[src/rtl/tick_pkg.sv]
`default_nettype none
// ============================================================================
//  Module   : tick_pkg
//  Purpose  : Shared constants and types for the tick divider block.
//  Revision : 1.0 - initial release
// ============================================================================
package tick_pkg;

    // System clock and the standard divide ratios derived from it.
    localparam int unsigned CLK_HZ  = 50000000;
    localparam int unsigned DIV_1HZ = 50000000;
    localparam int unsigned DIV_2HZ = 25000000;

    // Default divide counter / ratio width.
    localparam int CNT_W_DEFAULT = 32;

    // Divide ratio at the default width.
    typedef logic [CNT_W_DEFAULT-1:0] div_t;

endpackage : tick_pkg
`default_nettype wire

[src/rtl/tick_chan.sv]
`default_nettype none
// ============================================================================
//  Module   : tick_chan
//  Purpose  : One tick channel: free-running divide counter, active ratio,
//             shadow ratio with pending flag, registered tick pulse and
//             optional square-wave output (built only with TICK_SQ_EN).
//  Revision : 1.0 - initial release
// ============================================================================
module tick_chan
    import tick_pkg::*;
#(
    parameter int               CNT_W       = CNT_W_DEFAULT,
    parameter logic [CNT_W-1:0] DIV_DEFAULT = CNT_W'(DIV_1HZ)
) (
    input  logic             clk50M,
    input  logic             Reset,
    input  logic             enable_i,
    input  logic             sync_clr_i,
    input  logic             cfg_we_i,
    input  logic [CNT_W-1:0] cfg_div_i,
    output logic             tick_o,
    output logic             sq_o,
    output logic             pending_o
);

    // A zero reset ratio would never wrap; treat it as 1 like a runtime write.
    localparam logic [CNT_W-1:0] DIV_RST = (DIV_DEFAULT == '0) ? CNT_W'(1) : DIV_DEFAULT;

    logic [CNT_W-1:0] cnt_q, cnt_d;
    logic [CNT_W-1:0] div_q, div_d;
    logic [CNT_W-1:0] shadow_q, shadow_d;
    logic             pending_q, pending_d;
    logic             tick_q, tick_d;
    logic             wrap_w;
    logic             apply_w;
    logic [CNT_W-1:0] cfg_div_clamped_w;

    // Next-state logic: wrap detection, shadow apply and counter advance.
    always_comb begin
        wrap_w            = enable_i & (cnt_q == (div_q - CNT_W'(1)));
        apply_w           = pending_q & (sync_clr_i | wrap_w);
        cfg_div_clamped_w = (cfg_div_i == '0) ? CNT_W'(1) : cfg_div_i;

        cnt_d    = cnt_q;
        div_d    = div_q;
        shadow_d = shadow_q;
        pending_d = pending_q;
        // sync_clr realigns the channel and suppresses a coincident wrap tick.
        tick_d   = wrap_w & ~sync_clr_i;

        if (sync_clr_i || wrap_w) begin
            cnt_d = '0;
        end else if (enable_i) begin
            cnt_d = cnt_q + CNT_W'(1);
        end

        // The running period always finishes at the old ratio; the new one
        // takes over exactly at the period boundary.
        if (apply_w) begin
            div_d     = shadow_q;
            pending_d = 1'b0;
        end

        // An accept only happens with pending clear, so it never races an
        // apply; an accept on a wrap cycle waits for the following wrap.
        if (cfg_we_i) begin
            shadow_d  = cfg_div_clamped_w;
            pending_d = 1'b1;
        end
    end

    // Channel state registers.
    always_ff @(posedge clk50M or posedge Reset) begin
        if (Reset) begin
            cnt_q     <= '0;
            div_q     <= DIV_RST;
            shadow_q  <= '0;
            pending_q <= 1'b0;
            tick_q    <= 1'b0;
        end else begin
            cnt_q     <= cnt_d;
            div_q     <= div_d;
            shadow_q  <= shadow_d;
            pending_q <= pending_d;
            tick_q    <= tick_d;
        end
    end

`ifdef TICK_SQ_EN
    logic sq_q;

    // Square wave toggles together with each tick; sync_clr realigns it low.
    always_ff @(posedge clk50M or posedge Reset) begin
        if (Reset) begin
            sq_q <= 1'b0;
        end else if (sync_clr_i) begin
            sq_q <= 1'b0;
        end else if (wrap_w) begin
            sq_q <= ~sq_q;
        end
    end

    assign sq_o = sq_q;
`else
    assign sq_o = 1'b0;
`endif

    assign tick_o    = tick_q;
    assign pending_o = pending_q;

endmodule : tick_chan
`default_nettype wire

[src/rtl/tick_divider_multi.sv]
`default_nettype none
// ============================================================================
//  Module   : tick_divider_multi
//  Purpose  : Multi-channel clock-enable generator. NUM_CH independent tick
//             channels with runtime-programmable ratios loaded through a
//             valid/ready port, plus a release-synchronised reset output.
//             Define TICK_SQ_EN to build the per-channel square-wave flops.
//  Revision : 1.0 - initial release
// ============================================================================
module tick_divider_multi
    import tick_pkg::*;
#(
    parameter int               NUM_CH          = 2,
    parameter int               CH_W            = 1,
    parameter int               CNT_W           = CNT_W_DEFAULT,
    parameter logic [CNT_W-1:0] DIV_DEFAULT     = CNT_W'(DIV_1HZ),
    parameter int               RST_SYNC_STAGES = 2
) (
    input  logic              clk50M,
    input  logic              Reset,
    input  logic [NUM_CH-1:0] enable,
    input  logic              sync_clr,
    input  logic              cfg_valid,
    output logic              cfg_ready,
    input  logic [CH_W-1:0]   cfg_ch,
    input  logic [CNT_W-1:0]  cfg_div,
    output logic [NUM_CH-1:0] tick,
    output logic [NUM_CH-1:0] sq,
    output logic              rst_sync
);

    localparam int NUM_SEL = 2 ** CH_W;

    logic [RST_SYNC_STAGES-1:0] rst_chain_q;
    logic [NUM_CH-1:0]          pending_w;
    logic [NUM_SEL-1:0]         pending_sel_w;
    logic [NUM_CH-1:0]          cfg_we_w;

    // Reset release chain: asserts with Reset, releases after the last stage.
    always_ff @(posedge clk50M or posedge Reset) begin
        if (Reset) begin
            rst_chain_q <= '1;
        end else begin
            rst_chain_q <= {rst_chain_q[RST_SYNC_STAGES-2:0], 1'b0};
        end
    end

    assign rst_sync = rst_chain_q[RST_SYNC_STAGES-1];

    // Ready mux over registered pending bits; an unpopulated channel select
    // reads as ready so a stray request is consumed instead of stalling.
    always_comb begin
        pending_sel_w                = '0;
        pending_sel_w[NUM_CH-1:0]    = pending_w;
        cfg_ready                    = ~pending_sel_w[cfg_ch];
    end

    generate
        for (genvar gi = 0; gi < NUM_CH; gi++) begin : g_chan
            assign cfg_we_w[gi] = cfg_valid & cfg_ready & (cfg_ch == CH_W'(gi));

            tick_chan #(
                .CNT_W       (CNT_W),
                .DIV_DEFAULT (DIV_DEFAULT)
            ) u_chan (
                .clk50M     (clk50M),
                .Reset      (Reset),
                .enable_i   (enable[gi]),
                .sync_clr_i (sync_clr),
                .cfg_we_i   (cfg_we_w[gi]),
                .cfg_div_i  (cfg_div),
                .tick_o     (tick[gi]),
                .sq_o       (sq[gi]),
                .pending_o  (pending_w[gi])
            );
        end
    endgenerate

endmodule : tick_divider_multi
`default_nettype wire

[config.mk]
export PLATFORM = sky130hd
export DESIGN_NAME = tick_divider_multi
export DESIGN_NICKNAME = d
export VERILOG_FILES = /design/src/rtl/tick_pkg.sv /design/src/rtl/tick_chan.sv /design/src/rtl/tick_divider_multi.sv
export SDC_FILE = /design/constraint.sdc
export NUM_CORES = 1
export LEC_CHECK = 0
export CAP_MARGIN = 0
export CORE_UTILIZATION = 52
export CTS_CLUSTER_DIAMETER = 200
export DETAILED_ROUTE_END_ITERATION = 10
export GPL_ROUTABILITY_DRIVEN = 0
export PLACE_DENSITY = 0.7
export SETUP_SLACK_MARGIN = 0.4
export SLEW_MARGIN = 20
export SYNTH_ARGS = -nofsm -noshare
export SYNTH_HDL_FRONTEND = slang
export SYNTH_HIERARCHICAL = 1
export SYNTH_SLANG_ARGS = --single-unit
[constraint.sdc]
create_clock -name clk50M -period 7.5 [get_ports clk50M]
set_clock_uncertainty 0.05 [all_clocks]
set_input_delay 1.125 -clock clk50M [delete_from_list [all_inputs] [get_ports clk50M]]
set_output_delay 1.125 -clock clk50M [all_outputs]
set_load 0.03 [all_outputs]
==> results of run 1 <==
metrics by stage:
stage / cell area, µm² / hold WS (ps) / total power (W) / util [%]
2_1_floorplan: 12500 / 295 / 0.00180 / -
3_3_place_gp: 13000 / 301 / 0.00193 / 55.0
3_5_place_dp: 13000 / 297 / 0.00195 / 55.1
4_1_cts: 13600 / 315 / 0.00288 / 57.6
5_1_grt: 13600 / 321 / 0.00301 / 57.6
6_report: 13600 / 315 / 0.00287 / 57.6
worst min path at each step:
stage | slack (ps) | start | to | cells after the start
finish | 310 | rst_chain_q[0]$_DFF_PP1_ | rst_chain_q[1]$_DFF_PP1_ | 0
global route | 320 | rst_chain_q[0]$_DFF_PP1_ | rst_chain_q[1]$_DFF_PP1_ | 0
CTS | 310 | rst_chain_q[0]$_DFF_PP1_ | rst_chain_q[1]$_DFF_PP1_ | 0
detailed placement | 300 | rst_chain_q[0]$_DFF_PP1_ | rst_chain_q[1]$_DFF_PP1_ | 0
global placement | 300 | rst_chain_q[0]$_DFF_PP1_ | rst_chain_q[1]$_DFF_PP1_ | 0
floorplan | 300 | rst_chain_q[0]$_DFF_PP1_ | rst_chain_q[1]$_DFF_PP1_ | 0
flip-flops by register name (all words and copies together) (netlist names):
name                     cells
g_chan.u_chan/tick_o         2
g_chan.u_chan/div_q         64
g_chan.u_chan/pending_o      2
rst_chain_q                  2
g_chan.u_chan/cnt_q         64
g_chan.u_chan/shadow_q      64
power breakdown:
group	internal [W]	switching, W	total [W]
clock network	0.000476	0.000455	0.000931
logic	0.000258	0.000272	0.000530
registers	0.00123	0.000185	0.00141
total	0.00196	0.000912	0.00287
cells in the final DEF (no fill, tap or decap), types with 5 or more instances in the layout:
cell             count
xnor2_1             55
inv_1               15
nor4_1              35
nand2b_1             9
and3_1              50
dfrtp_1            171
clkbuf_16           17
xor2_1              79
nor3b_1              5
o21ai_0             44
nor2_1              79
o211ai_1            36
nor2b_1             32
mux2_2              64
and4_1              10
nand2_1            144
nor3_1              53
or4_1                8
buf_4               14
clkdlybuf4s50_1     41
nand3_1             37
o311ai_1            63
inv_6                5
a211oi_1             6
a21oi_1             16
or4_4                5
dfstp_2             26
nand4_1             31
a221oi_1            28
or3_1                8
nor4b_1              8
or2_2                5
cells by family after synthesis:
family | after synthesis | synth area share (%)
AND/OR/NAND/NOR | 552 | 24.0
AO/OA/AOI/OAI | 250 | 15.4
flip-flops | 198 | 39.8
XOR/XNOR | 135 | 9.55
buffers and inverters | 131 | 4.70
multiplexers | 68 | 6.07
adder cells (fa/ha/maj) | 4 | 0.399
other | 3 | 0.0899
per-layer routing:
metal	up-vias	track usage (%)	wire, µm
li1	4886	-	-
met1	5171	37.7	14600
met3	44	3.96	1680
met4	0	6.43	469
met5	-	0	0
met2	306	40.1	14100
critical path: stages, from the launching register on:
cell	delay (ps)
dfrtp_1	450
inv_1	80
ha_1	240
or3b_1	520
nor4_2	790
nand2_1	190
xor2_1	190
and4b_1	230
or2_2	320
a21oi_4	730
o211ai_1	200
area by class of cell:
type | instances | area (µm²) | share of cell area, %
timing repair buffer | 57 | 536 | 3.95
tap | 319 | 399 | 2.94
clock buffer | 18 | 429 | 3.17
inverter | 17 | 68.8 | 0.508
multi-input combinational | 1012 | 6980 | 51.5
clock inverter | 14 | 156 | 1.15
sequential | 198 | 4990 | 36.8
==> flow_summary.json, run 1 <==
{
  "end_kind": "flip-flop",
  "critical_path_required_ps": 7730,
  "syn-cell-area_mm2": 0.0125,
  "cts.clk_slew.worst_paths_ps": 80,
  "ant_nets": 0,
  "max-slew-margin-rel_pct": 30.4,
  "grt.total_usage_pct": 25.9,
  "syn-instance-count": 1341,
  "dr.first_iter.drc_count": 895,
  "synth_nets": 1384,
  "synth-edff-count": 0,
  "yosys.area.top_type": "dfrtp_1",
  "yosys-top-cells-area": "dfrtp_1, mux2_2, xor2_1, dfstp_2, o311ai_1",
  "yosysSeqAreaShare_pct": 39.8,
  "first_global_vias": 9786,
  "firstDrtPassIters": 6,
  "layout-drive-gt1-share_pct": 13.3,
  "hold_violations": 0,
  "grt_overflow_total": 0,
  "cts-root-buf": "clkbuf_16",
  "synth_top_area_share_pct": 34.4,
  "outcome": "completed",
  "grt_pass1_wl_um": 51200,
  "diodes": 0,
  "setup_tns_ps": 0,
  "ys_types": 82,
  "start_util_pct": 53.2,
  "grt_max_degree": 72,
  "cts_setup_buffers": 0,
  "antenna_found_initial": 0,
  "syn-mean-instance-area_um2": 9.34,
  "startpoint": "g_chan[1].u_chan/div_q[0]$_DFFE_PP0P_",
  "ys.flop_type": "dfrtp_1",
  "crit_path_start_kind": "flip-flop",
  "post-place-cells": 1603,
  "r2r_start": "g_chan[1].u_chan/div_q[0]$_DFFE_PP0P_",
  "async_reset_ff_share_pct": 100,
  "peakVddDrop_mv": 0.139,
  "ys_warn_count": 6,
  "period_needed_ps": 4180,
  "ys_seq_elements": 198,
  "pre_cts_ws_ps": 3120,
  "dpl.hpwl_um": 20900,
  "fp.coreArea_mm2": 0.0235,
  "clockBufferDepth": 2,
  "fin_ws_ps": 3320,
  "hold_class": "reg -> reg",
  "crit_arrival_ps": 4410,
  "power.density_mw_per_mm2": 212,
  "port_buffers": 42,
  "die_height_um": 157,
  "crit_type": "reg -> reg",
  "clock_sinks": 198,
  "instances_no_fill": 1635,
  "endpoint": "g_chan[1].u_chan/div_q[26]$_DFFE_PP0P_",
  "max_freq_mhz": 239,
  "yosysMostFrequentCell": "dfrtp_1",
  "cts_inserted_buffers": 17,
  "die_area_mm2": 0.0247,
  "num_vias": 10400,
  "remaining_drc_errors": 0,
  "drt_wl_total_um": 30900,
  "finalNetCount": 1346,
  "tritoncts": "built",
  "path_max_fanout": 33,
  "worst_pin_slew_ps": 1040,
  "total_leakage_power_nw": 5.01,
  "setup_viol": 0,
  "synthTopCellsByCount": "dfrtp_1, nand2_1, clkbuf_1, nor2_1, xor2_1",
  "cts_htree_levels": 4,
  "die_x_um": 157,
  "synthToLayoutAreaGrowth_pct": 8.18,
  "fillers": 2082,
  "min_period_over_period_pct": 55.7,
  "hold_buffers": 0,
  "rrSetupSlack_ps": 3320,
  "post_cts_resized": 0,
  "num_rows": 56,
  "r2r-end": "g_chan[1].u_chan/div_q[26]$_DFFE_PP0P_",
  "vias_per_cell": 6.37,
  "clk_latency_ps": 440,
  "io_pins": 45,
  "rsz0062_at_grt": "no",
  "max_cap_violations": 0,
  "slew_viol_final": 0,
  "routedWlPerCell_um": 18.9,
  "r2r_cells": 10
}
Power figures use the tool's default switching activity.
==> run 2, diff against run 1 <==
Settings changed: PLACE_DENSITY 0.7 to 0.72.
Clock period 7.5 ns to 3.8 ns, I/O delays scaled along.
==> run 2 against run 1 <==
  * Clock power is 93% higher
  * Core utilization is 7.1 points higher
  * Sequential power is 98% higher
==> flow_summary.json, run 2 (same netlist as run 1, synthesis figures left out) <==
{
  "dr_wl_met2_um": 15900,
  "outcome": "completed",
  "num_rows": 56,
  "wl_met3_um": 2360,
  "dpl.hpwl_um": 21400,
  "die_height_um": 157,
  "finalNetCount": 1401,
  "setup_tns_ps": 0,
  "peakVddDrop_mv": 0.335,
  "start_util_pct": 53.2,
  "vias_per_cell": 6.55,
  "hold_violations": 0,
  "io_pins": 45,
  "first_global_vias": 10000,
  "cpPeakStageDelay_ps": 570,
  "num_vias": 11100,
  "layout-drive-gt1-share_pct": 25.8,
  "drt_wl_total_um": 34600,
  "min_period_over_period_pct": 92.3,
  "clock_sinks": 198,
  "dr.first_iter.drc_count": 971,
  "remaining_drc_errors": 0,
  "crit_slowest_cell": "or4_4",
  "path_max_fanout": 8,
  "routed.top_layer": "met4",
  "power_w": 0.00590,
  "max_freq_mhz": 285,
  "layout_commonest_cell": "dfrtp_1",
  "slew_viol_final": 0,
  "crit_path_start_kind": "flip-flop",
  "max_cap_violations": 0,
  "worstPathCellList": "inv_2 -> ha_4 -> or4b_4 -> nor4_4 -> nand2_1 -> o311ai_1 -> nor2_1 -> or4_4 -> o31ai_4 -> buf_6 -> clkbuf_16 -> nor2_4",
  "instances_no_fill": 1690,
  "hold_class": "reg -> reg",
  "cts.clk_slew.worst_paths_ps": 80,
  "clk_latency_ps": 440,
  "final_cell_mix": "dfrtp_1, nand2_1, xor2_1, mux2_2, xnor2_1",
  "rsz0062_at_grt": "yes",
  "cts_inserted_buffers": 17,
  "grt_overflow_total": 0,
  "wl_met1_um": 15700,
  "top_regs": "g_chan.u_chan/cnt_q (64), g_chan.u_chan/div_q (64), g_chan.u_chan/shadow_q (64)",
  "period_needed_ps": 3510,
  "routedWlPerCell_um": 20.5,
  "grt.total_usage_pct": 26.3,
  "total_leakage_power_nw": 5.54,
  "ant_nets": 0,
  "firstDrtPassIters": 8,
  "synthToLayoutAreaGrowth_pct": 21.5,
  "pre_cts_ws_ps": 169,
  "r2r_cells": 12,
  "hold_depth": 0,
  "setup_viol": 0,
  "diodes": 0,
  "power.density_mw_per_mm2": 388,
  "clockBufferDepth": 2,
  "tritoncts": "built",
  "end_kind": "flip-flop",
  "grt_max_degree": 99,
  "post-place-cells": 1623,
  "cts_htree_levels": 4,
  "crit_arrival_ps": 3770,
  "die_x_um": 157,
  "grt_pass1_wl_um": 52100,
  "crit_type": "reg -> reg",
  "fp.coreArea_mm2": 0.0235,
  "max-slew-margin-rel_pct": 30.3,
  "die_area_mm2": 0.0247,
  "port_buffers": 42,
  "antenna_found_initial": 0,
  "worst_pin_slew_ps": 1040,
  "fin_ws_ps": 293,
  "cts-root-buf": "clkbuf_16",
  "critical_path_required_ps": 4070
}
-- run 2: changes by cell type in the layout (fill, tap and decap cells not counted), moves of 7 or more --
| cell | before | now |
|---|---|---|
| o21ai_0 | 44 | 15 |
| buf_4 | 14 | 42 |
| o21ai_2 | 1 | 14 |
| dfrtp_2 | 1 | 8 |
| o311ai_4 | 0 | 21 |
| o311ai_2 | 0 | 22 |
| o21ai_1 | 0 | 16 |
| nor3_1 | 53 | 46 |
| nor2_1 | 79 | 48 |
| dfrtp_1 | 171 | 164 |
| buf_6 | 0 | 7 |
| buf_12 | 0 | 11 |
| o311ai_1 | 63 | 21 |
| nor2_4 | 0 | 31 |
-- run 2: final cells by class --
cell class	count	area (µm²)
Clock buffer	18	439
Tap cell	319	399
Fill cell	1844	8330
Timing Repair Buffer	109	1170
Clock inverter	14	143
Sequential cell	198	5000
Multi-Input combinational cell	1015	8000
Inverter	17	68.8
-- run 2: timing repair --
item,CTS,global route
endpoints found under the setup margin,129,130
hold buffers,0,0
buffers inserted,3,21
pin swaps,1,88
gates cloned,1,10
gates resized for setup,15,214
-- run 2: worst max-delay path: cells and delay by family (launching register included) --
family,cells,cell delay (ps)
buf+inv,3,450
simple gates,6,1690
compound gates,2,600
fa+ha+maj,1,140
flops,1,440
-- run 2: where the power goes --
| group | internal, W | leakage [nW] | total (W) | switching, W |
|---|---|---|---|---|
| logic | 0.000631 | 2.89 | 0.00131 | 0.000681 |
| registers | 0.00242 | 2.37 | 0.00279 | 0.000363 |
| clock network | 0.000943 | 0.284 | 0.00180 | 0.000861 |
-- run 2: per-layer routing --
layer	track usage, %	vias up
met4	7.21	0
met1	38.4	5523
met5	0	-
met3	4.32	73
met2	40.4	477
li1	-	5002
-- run 2: path summary, 6_finish.rpt --
check | end | slack (ps) | start
min in group asynchronous | g_chan[0].u_chan/shadow_q[0]$_DFFE_PP0P_ | 550 | Reset
hold reg to reg | rst_chain_q[1]$_DFF_PP1_ | 310 | rst_chain_q[0]$_DFF_PP1_
setup / recovery | g_chan[0].u_chan/cnt_q[31]$_DFFE_PP0P_ | 290 | g_chan[0].u_chan/div_q[0]$_DFFE_PP0P_
max in group asynchronous | g_chan[0].u_chan/div_q[13]$_DFFE_PP1P_ | 2400 | Reset
hold / removal | rst_chain_q[1]$_DFF_PP1_ | 310 | rst_chain_q[0]$_DFF_PP1_
setup reg to reg | g_chan[0].u_chan/cnt_q[31]$_DFFE_PP0P_ | 290 | g_chan[0].u_chan/div_q[0]$_DFFE_PP0P_
-- run 2: metrics by stage --
stage	hold slack, ps	util (%)	area (µm²)
after floorplan	295	-	12600
after global placement	300	56.0	13200
after detailed placement	297	56.0	13200
after CTS	314	58.9	13900
after global routing	319	64.6	15200
final	312	64.6	15200
==> run 3, diff against run 2 <==
Settings changed: SLEW_MARGIN 20 to default.
==> results of run 3 <==
No change in the layout: final DEF, timing and power equal those of run 2.
